**src/rtl/instruction_fetch_sequencer_pkg.sv**
```systemverilog
// -----------------------------------------------------------------------------
// instruction_fetch_sequencer_pkg
// Shared definitions for the instruction fetch path.
//   fetch_state_t : 3-bit fetch sequencer state encoding
//   LH_LOW/LH_HIGH: byte-select encodings shared with the instruction register
// -----------------------------------------------------------------------------
package instruction_fetch_sequencer_pkg;

    typedef enum logic [2:0] {
        FETCH_IDLE    = 3'd0,
        FETCH_LO_ADDR = 3'd1,
        FETCH_LO_CAP  = 3'd2,
        FETCH_HI_ADDR = 3'd3,
        FETCH_HI_CAP  = 3'd4
    } fetch_state_t;

    localparam logic LH_LOW  = 1'b0;
    localparam logic LH_HIGH = 1'b1;

endpackage

```
**src/rtl/fetch_pc_counter.sv**
```systemverilog
// -----------------------------------------------------------------------------
// fetch_pc_counter
// Program counter register for the fetch sequencer.
// Ports:
//   clock  : system clock
//   reset  : asynchronous active-high reset, PC goes to RESET_PC
//   hold   : freezes the PC (takes priority over load and inc)
//   load   : synchronous load of pc_in
//   inc    : synchronous increment, wraps modulo 2^ADDR_WIDTH
//   pc_in  : value to load
//   pc     : current PC
// -----------------------------------------------------------------------------
module fetch_pc_counter
    import instruction_fetch_sequencer_pkg::*;
#(
    parameter int                    ADDR_WIDTH = 16,
    parameter logic [ADDR_WIDTH-1:0] RESET_PC   = '0
) (
    input  logic                  clock,
    input  logic                  reset,
    input  logic                  hold,
    input  logic                  load,
    input  logic                  inc,
    input  logic [ADDR_WIDTH-1:0] pc_in,
    output logic [ADDR_WIDTH-1:0] pc
);

    // Load wins over increment; the sequencer never requests both at once.
    always_ff @(posedge clock or posedge reset) begin
        if (reset) begin
            pc <= RESET_PC;
        end else if (!hold) begin
            if (load) begin
                pc <= pc_in;
            end else if (inc) begin
                pc <= pc + ADDR_WIDTH'(1);
            end
        end
    end

endmodule

```
**src/rtl/instruction_fetch_sequencer.sv**
```systemverilog
// -----------------------------------------------------------------------------
// instruction_fetch_sequencer
// Fetches a 16-bit instruction as two bytes (low then high) from a byte-wide
// memory and writes them into a byte-loaded instruction register.
// Ports:
//   Clock, Reset          : system clock, asynchronous active-high reset
//   Start                 : fetch request (sampled in IDLE and HI_CAP)
//   Stall                 : freezes state, wait counter and PC
//   PCLoad, PCIn          : PC load, honoured only in IDLE
//   MemData               : byte returned by memory, MEM_LATENCY cycles after address
//   MemAddr, MemRead      : memory read address and enable
//   IRByte, IR_LH, IR_Write : instruction register byte, byte select, write strobe
//   Busy, Done            : not-idle indicator, high-byte-written pulse
//   PCOut                 : current PC
// -----------------------------------------------------------------------------
module instruction_fetch_sequencer
    import instruction_fetch_sequencer_pkg::*;
#(
    parameter int                    ADDR_WIDTH  = 16,
    parameter logic [ADDR_WIDTH-1:0] RESET_PC    = '0,
    parameter int                    MEM_LATENCY = 1
) (
    input  logic                  Clock,
    input  logic                  Reset,
    input  logic                  Start,
    input  logic                  Stall,
    input  logic                  PCLoad,
    input  logic [ADDR_WIDTH-1:0] PCIn,
    input  logic [7:0]            MemData,
    output logic [ADDR_WIDTH-1:0] MemAddr,
    output logic                  MemRead,
    output logic [7:0]            IRByte,
    output logic                  IR_LH,
    output logic                  IR_Write,
    output logic                  Busy,
    output logic                  Done,
    output logic [ADDR_WIDTH-1:0] PCOut
);

    fetch_state_t          state;
    logic [2:0]            wait_cnt;
    logic                  wait_done;
    logic                  cap_state;
    logic                  pc_load;
    logic                  pc_inc;
    logic [ADDR_WIDTH-1:0] pc;

    assign wait_done = (wait_cnt == 3'(MEM_LATENCY - 1));
    assign cap_state = (state == FETCH_LO_CAP) || (state == FETCH_HI_CAP);

    // A load in IDLE coincident with Start lands before the first address
    // cycle, so the new fetch naturally reads from PCIn.
    assign pc_load = (state == FETCH_IDLE) && PCLoad;
    assign pc_inc  = cap_state;

    fetch_pc_counter #(
        .ADDR_WIDTH(ADDR_WIDTH),
        .RESET_PC  (RESET_PC)
    ) u_pc (
        .clock(Clock),
        .reset(Reset),
        .hold (Stall),
        .load (pc_load),
        .inc  (pc_inc),
        .pc_in(PCIn),
        .pc   (pc)
    );

    // Stall holds everything, so a stalled CAP state simply repeats and its
    // byte is written once, in the first unstalled cycle.
    always_ff @(posedge Clock or posedge Reset) begin
        if (Reset) begin
            state    <= FETCH_IDLE;
            wait_cnt <= '0;
        end else if (!Stall) begin
            case (state)
                FETCH_IDLE: begin
                    if (Start) begin
                        state    <= FETCH_LO_ADDR;
                        wait_cnt <= '0;
                    end
                end
                FETCH_LO_ADDR: begin
                    if (wait_done) begin
                        state    <= FETCH_LO_CAP;
                        wait_cnt <= '0;
                    end else begin
                        wait_cnt <= wait_cnt + 3'd1;
                    end
                end
                FETCH_LO_CAP: begin
                    state    <= FETCH_HI_ADDR;
                    wait_cnt <= '0;
                end
                FETCH_HI_ADDR: begin
                    if (wait_done) begin
                        state    <= FETCH_HI_CAP;
                        wait_cnt <= '0;
                    end else begin
                        wait_cnt <= wait_cnt + 3'd1;
                    end
                end
                FETCH_HI_CAP: begin
                    state    <= Start ? FETCH_LO_ADDR : FETCH_IDLE;
                    wait_cnt <= '0;
                end
                default: begin
                    state    <= FETCH_IDLE;
                    wait_cnt <= '0;
                end
            endcase
        end
    end

    // MemAddr tracks PC in every state, which also gives RESET_PC in reset.
    assign MemAddr  = pc;
    assign PCOut    = pc;
    assign MemRead  = (state != FETCH_IDLE);
    assign Busy     = (state != FETCH_IDLE);
    assign IRByte   = cap_state ? MemData : 8'h00;
    assign IR_LH    = (state == FETCH_HI_CAP) ? LH_HIGH : LH_LOW;
    assign IR_Write = cap_state && !Stall;
    assign Done     = (state == FETCH_HI_CAP) && !Stall;

endmodule

```
**config.mk**
```make
export PLATFORM = sky130hd
export DESIGN_NAME = instruction_fetch_sequencer
export DESIGN_NICKNAME = d
export VERILOG_FILES = /design/src/rtl/instruction_fetch_sequencer_pkg.sv /design/src/rtl/fetch_pc_counter.sv /design/src/rtl/instruction_fetch_sequencer.sv
export SDC_FILE = /design/constraint.sdc
export NUM_CORES = 1
export LEC_CHECK = 0
export BUFFER_PORTS_ARGS = -buffer_cell sky130_fd_sc_hd__buf_2
export CORE_UTILIZATION = 40
export CTS_BUF_LIST = sky130_fd_sc_hd__clkbuf_8 sky130_fd_sc_hd__clkbuf_16
export CTS_CLUSTER_SIZE = 30
export DETAILED_ROUTE_END_ITERATION = 10
export PLACE_DENSITY = 0.72
export SETUP_SLACK_MARGIN = 0.3
export SKIP_CTS_REPAIR_TIMING = 1
export SYNTH_ARGS = -nofsm -noshare
export SYNTH_HDL_FRONTEND = slang
export SYNTH_SLANG_ARGS = --single-unit
export TNS_END_PERCENT = 100
```
**constraint.sdc**
```tcl
create_clock -name Clock -period 1.8 [get_ports Clock]
set_input_delay 0 -clock Clock [delete_from_list [all_inputs] [get_ports Clock]]
set_output_delay 0 -clock Clock [all_outputs]
set_load 0.05 [all_outputs]
```
==> impl_metrics.xml <==
<?xml version="1.0" encoding="UTF-8"?>
<metrics>
  <group name="sta">
    <metric name="grt_setup_unrepaired" unit="">yes</metric>
    <metric name="max_freq" unit="GHz">0.613</metric>
    <metric name="maxSlewHeadroom" unit="%">51.1</metric>
    <metric name="slew_violations" unit="">0</metric>
    <metric name="timing_worst_slew_pin_value" unit="ns">0.733</metric>
    <metric name="final.hold.worst_slack" unit="ns">-0.00340</metric>
    <metric name="setup_viol_count_final" unit="">0</metric>
    <metric name="report.final.hold_viol_count" unit="">1</metric>
    <metric name="finalClockSkew" unit="ns">0.00448</metric>
    <metric name="timing.final.crit_share" unit="%">90.6</metric>
    <metric name="final_critical_delay_including_setup_and_external_delays" unit="ns">1.63</metric>
  </group>
  <group name="clocking">
    <metric name="htreeDepth" unit="">1</metric>
    <metric name="clk-insertion-delay-late" unit="ns">0.26</metric>
    <metric name="numClockSinks" unit="">22</metric>
    <metric name="clock_slew_at_the_register_clock_pins_of_the_worst_setup_and_hold_paths" unit="ns">0.08</metric>
    <metric name="cts_tree" unit="">done</metric>
    <metric name="cts.root.buffer_cell" unit="">sky130_fd_sc_hd__clkbuf_8</metric>
    <metric name="cts_max_path_buffers" unit="">2</metric>
    <metric name="cts_inserted_buffers" unit="">3</metric>
  </group>
  <group name="worst_setup_path">
    <metric name="timing.critical_path.from_type" unit="">flip-flop</metric>
    <metric name="worst-setup-path-type" unit="">reg2reg</metric>
    <metric name="timing.critical_path.to_type" unit="">flip-flop</metric>
    <metric name="critical_path_required" unit="ns">1.95</metric>
    <metric name="reg2reg_start" unit="">state[0]</metric>
    <metric name="terminus_of_the_critical_flop_to_flop_path" unit="">u_pc.pc[4]</metric>
    <metric name="rr_worst_depth" unit="">5</metric>
    <metric name="crit_fanout" unit="">8</metric>
    <metric name="arrival" unit="ns">1.78</metric>
    <metric name="reg2reg_setup_slack" unit="ns">0.17</metric>
  </group>
  <group name="yosys">
    <metric name="yosys.cell_types.count" unit="">46</metric>
    <metric name="postSynthRegisterBits" unit="">22</metric>
    <metric name="syn_inst" unit="">193</metric>
    <metric name="seq_area_frac_synth" unit="%">33.8</metric>
    <metric name="mappedNetlistNets" unit="">225</metric>
    <metric name="post_synth.cell_area_avg" unit="um2">8.43</metric>
    <metric name="yosysWarningCount" unit="">0</metric>
    <metric name="synthesis.area" unit="mm2">0.00163</metric>
  </group>
  <group name="place">
    <metric name="io_buffers" unit="">73</metric>
    <metric name="gp_congestion" unit="">0.796</metric>
    <metric name="dpl.hpwl" unit="um">3070</metric>
  </group>
  <group name="hold_path">
    <metric name="worst_hold_path.endpoint" unit="">u_pc.pc[1]</metric>
    <metric name="timing.hold.worst_path_depth" unit="">3</metric>
    <metric name="timing.hold.worst.start" unit="">PCIn[1]</metric>
    <metric name="holdCritPathClass" unit="">in2reg</metric>
  </group>
  <group name="global_route">
    <metric name="number_of_global_route_vias_before_repair" unit="">1437</metric>
    <metric name="first_pass_grt_wire_length" unit="um">6720</metric>
    <metric name="grt_antenna_before_repair" unit="">0</metric>
    <metric name="grt_overflow" unit="">0</metric>
    <metric name="largest_net_degree_at_the_start_of_global_routing" unit="">33</metric>
    <metric name="overall_routing_resource_usage" unit="%">20.3</metric>
  </group>
  <group name="route">
    <metric name="remaining_drc_errors" unit="">0</metric>
    <metric name="wire_length_per_cell" unit="um">15.1</metric>
    <metric name="wl" unit="um">4660</metric>
    <metric name="detail_route.vias_per_cell" unit="">5.60</metric>
    <metric name="dr.first_iter.drc_count" unit="">94</metric>
    <metric name="detail_route.first_pass.iterations" unit="">4</metric>
    <metric name="antenna_violation_net_count_after_detailed_routing" unit="">0</metric>
    <metric name="vias" unit="">1729</metric>
  </group>
  <group name="layout">
    <metric name="area_growth_syn_to_layout" unit="%">47.2</metric>
    <metric name="post-route-util" unit="%">63.5</metric>
    <metric name="post_route_cells_drive_above_1_share" unit="%">53.6</metric>
    <metric name="finish.net_count" unit="">294</metric>
    <metric name="insertedDiodeCount" unit="">0</metric>
  </group>
  <group name="flow_run">
    <metric name="drv_cap" unit="">0</metric>
  </group>
  <group name="floorplan">
    <metric name="initial_utilization" unit="%">43.2</metric>
    <metric name="placeableCoreArea" unit="mm2">0.00377</metric>
    <metric name="dieArea" unit="mm2">0.00433</metric>
    <metric name="std_cell_rows" unit="">22</metric>
    <metric name="die_w" unit="um">65.8</metric>
    <metric name="die_h" unit="um">65.8</metric>
    <metric name="io_pins" unit="">74</metric>
  </group>
  <group name="run_status">
    <metric name="violations" unit="">hold timing</metric>
    <metric name="status" unit="">finished, violations left</metric>
  </group>
</metrics>
worst max-delay path by stage:
stage / endpoint / slack [ns] / cells after the start / from
finish: u_pc.pc[4] / 0.17 / 5 / state[0]
global route: u_pc.pc[4] / 0.11 / 5 / state[0]
CTS: IRByte[5] / -0.04 / 5 / state[1]
detailed placement: u_pc.pc[1] / 0.12 / 6 / state[2]
global placement: u_pc.pc[15] / 0.18 / 5 / state[2]
floorplan: u_pc.pc[13] / 0.08 / 5 / state[1]
layout by cell type (no fill, tap or decap), types with 3 or more instances in the layout:
cell / Yosys / routed
sky130_fd_sc_hd__nor2_2: 0 / 3
sky130_fd_sc_hd__nand2_1: 11 / 11
sky130_fd_sc_hd__and4_1: 3 / 3
sky130_fd_sc_hd__a21oi_2: 0 / 3
sky130_fd_sc_hd__a2bb2oi_1: 4 / 4
sky130_fd_sc_hd__a21oi_1: 11 / 8
sky130_fd_sc_hd__and2_1: 11 / 6
sky130_fd_sc_hd__nand3_1: 5 / 5
sky130_fd_sc_hd__buf_6: 1 / 3
sky130_fd_sc_hd__a31oi_1: 3 / 3
sky130_fd_sc_hd__clkbuf_8: 0 / 3
sky130_fd_sc_hd__inv_1: 5 / 6
sky130_fd_sc_hd__nor2_4: 0 / 3
sky130_fd_sc_hd__and3_1: 4 / 4
sky130_fd_sc_hd__o22a_1: 3 / 3
sky130_fd_sc_hd__and2_4: 0 / 6
sky130_fd_sc_hd__o21ai_1: 1 / 4
sky130_fd_sc_hd__dfrtp_2: 0 / 11
sky130_fd_sc_hd__dfrtp_1: 22 / 11
sky130_fd_sc_hd__nor3_1: 7 / 4
sky130_fd_sc_hd__nand2b_1: 4 / 4
sky130_fd_sc_hd__nand4_1: 5 / 5
sky130_fd_sc_hd__o31ai_1: 4 / 4
sky130_fd_sc_hd__o21ai_0: 8 / 4
sky130_fd_sc_hd__o22ai_1: 5 / 4
sky130_fd_sc_hd__mux2i_1: 3 / 3
sky130_fd_sc_hd__buf_2: 3 / 61
sky130_fd_sc_hd__nor2_1: 12 / 7
sky130_fd_sc_hd__buf_8: 0 / 7
sky130_fd_sc_hd__buf_4: 18 / 17
layer usage:
| metal | vias to the layer above | part of all wire, % | track usage (%) |
|---|---|---|---|
| li1 | 837 | - | - |
| met1 | 802 | 46 | 29.9 |
| met2 | 86 | 46 | 30.4 |
| met3 | 4 | 7.0 | 2.07 |
| met4 | 0 | 1.2 | 7.61 |
| met5 | - | 0 | 0 |
registers in the layout, summed over array words and instances (netlist names):
| register | count |
|---|---|
| wait_cnt | 3 |
| u_pc.pc | 16 |
| state | 3 |
final cells by class:
| type | count | area (um2) |
|---|---|---|
| Timing Repair Buffer | 94 | 679 |
| Sequential cell | 22 | 564 |
| Inverter | 5 | 18.8 |
| Multi-Input combinational cell | 136 | 1030 |
| Clock inverter | 1 | 3.75 |
| Tap cell | 48 | 60.1 |
| Clock buffer | 3 | 41.3 |
| Fill cell | 313 | 1380 |
worst max-delay path, stage by stage (launching register included):
cell	delay [ns]
sky130_fd_sc_hd__dfrtp_2	0.42
sky130_fd_sc_hd__or4b_4	0.60
sky130_fd_sc_hd__buf_12	0.18
sky130_fd_sc_hd__nor2_2	0.08
sky130_fd_sc_hd__a31oi_1	0.04
sky130_fd_sc_hd__o22a_1	0.20
stage by stage:
| stage | cells | hold slack (ns) | setup slack [ns] | setup TNS [ns] | cell area [um2] |
|---|---|---|---|---|---|
| detailed placement | 295 | 0.157 | 0.117 | 0 | 2080 |
| finish | 309 | -0.00340 | 0.170 | 0 | 2400 |
| global route | 309 | 0.00386 | 0.108 | 0 | 2400 |
| CTS | 299 | -0.135 | -0.0397 | -0.272 | 2120 |
| floorplan | 193 | -0.0115 | 0.0786 | 0 | 1770 |
| global placement | 295 | 0.153 | 0.181 | 0 | 2080 |
cells by family (layout without fill, tap and decap cells):
group,count (synthesis),count (layout),synth area share (%)
adder cells (fa/ha/maj),3,3,2.31
multiplexers,3,3,1.84
AO/OA/AOI/OAI,56,56,23.8
buffers and inverters,36,103,13.1
XOR/XNOR,1,1,0.538
flip-flops,22,22,33.8
AND/OR/NAND/NOR,72,73,24.6
synth_stat cells, drive strengths merged:
library cell / count / share of area [%]
o2bb2ai: 1 / 0.54
nand2: 11 / 2.5
nor3: 7 / 2.2
nand3: 5 / 1.5
mux2i: 3 / 1.8
nor4b: 2 / 1.5
and3: 4 / 1.5
inv: 5 / 1.2
a31oi: 3 / 1.2
and4: 3 / 1.6
xnor2: 1 / 0.54
ha: 3 / 2.3
nor4: 2 / 0.77
a2bb2oi: 4 / 2.2
or4b: 1 / 0.61
a41oi: 1 / 0.54
a21oi: 11 / 3.4
a21o: 1 / 0.46
and2: 12 / 4.6
o22ai: 5 / 1.9
a221oi: 1 / 0.54
o22a: 3 / 1.6
o21bai: 1 / 0.46
o211ai: 1 / 0.46
nand4: 5 / 1.9
or3: 2 / 0.77
nor2b: 2 / 0.77
nand2b: 4 / 1.5
o21ai: 9 / 2.8
o31a: 1 / 0.54
a311oi: 2 / 1.1
o21ba: 1 / 0.61
clkbuf: 9 / 2.1
a211oi: 3 / 1.4
dfrtp: 22 / 34
nor2: 12 / 2.8
o41ai: 1 / 0.54
buf: 22 / 9.9
o31ai: 4 / 1.8
a41o: 2 / 1.2
a22o: 1 / 0.54
Power is left out: the tool's default activity adds up to more than one toggle a clock period on the data nets, which glitch-free logic cannot reach.
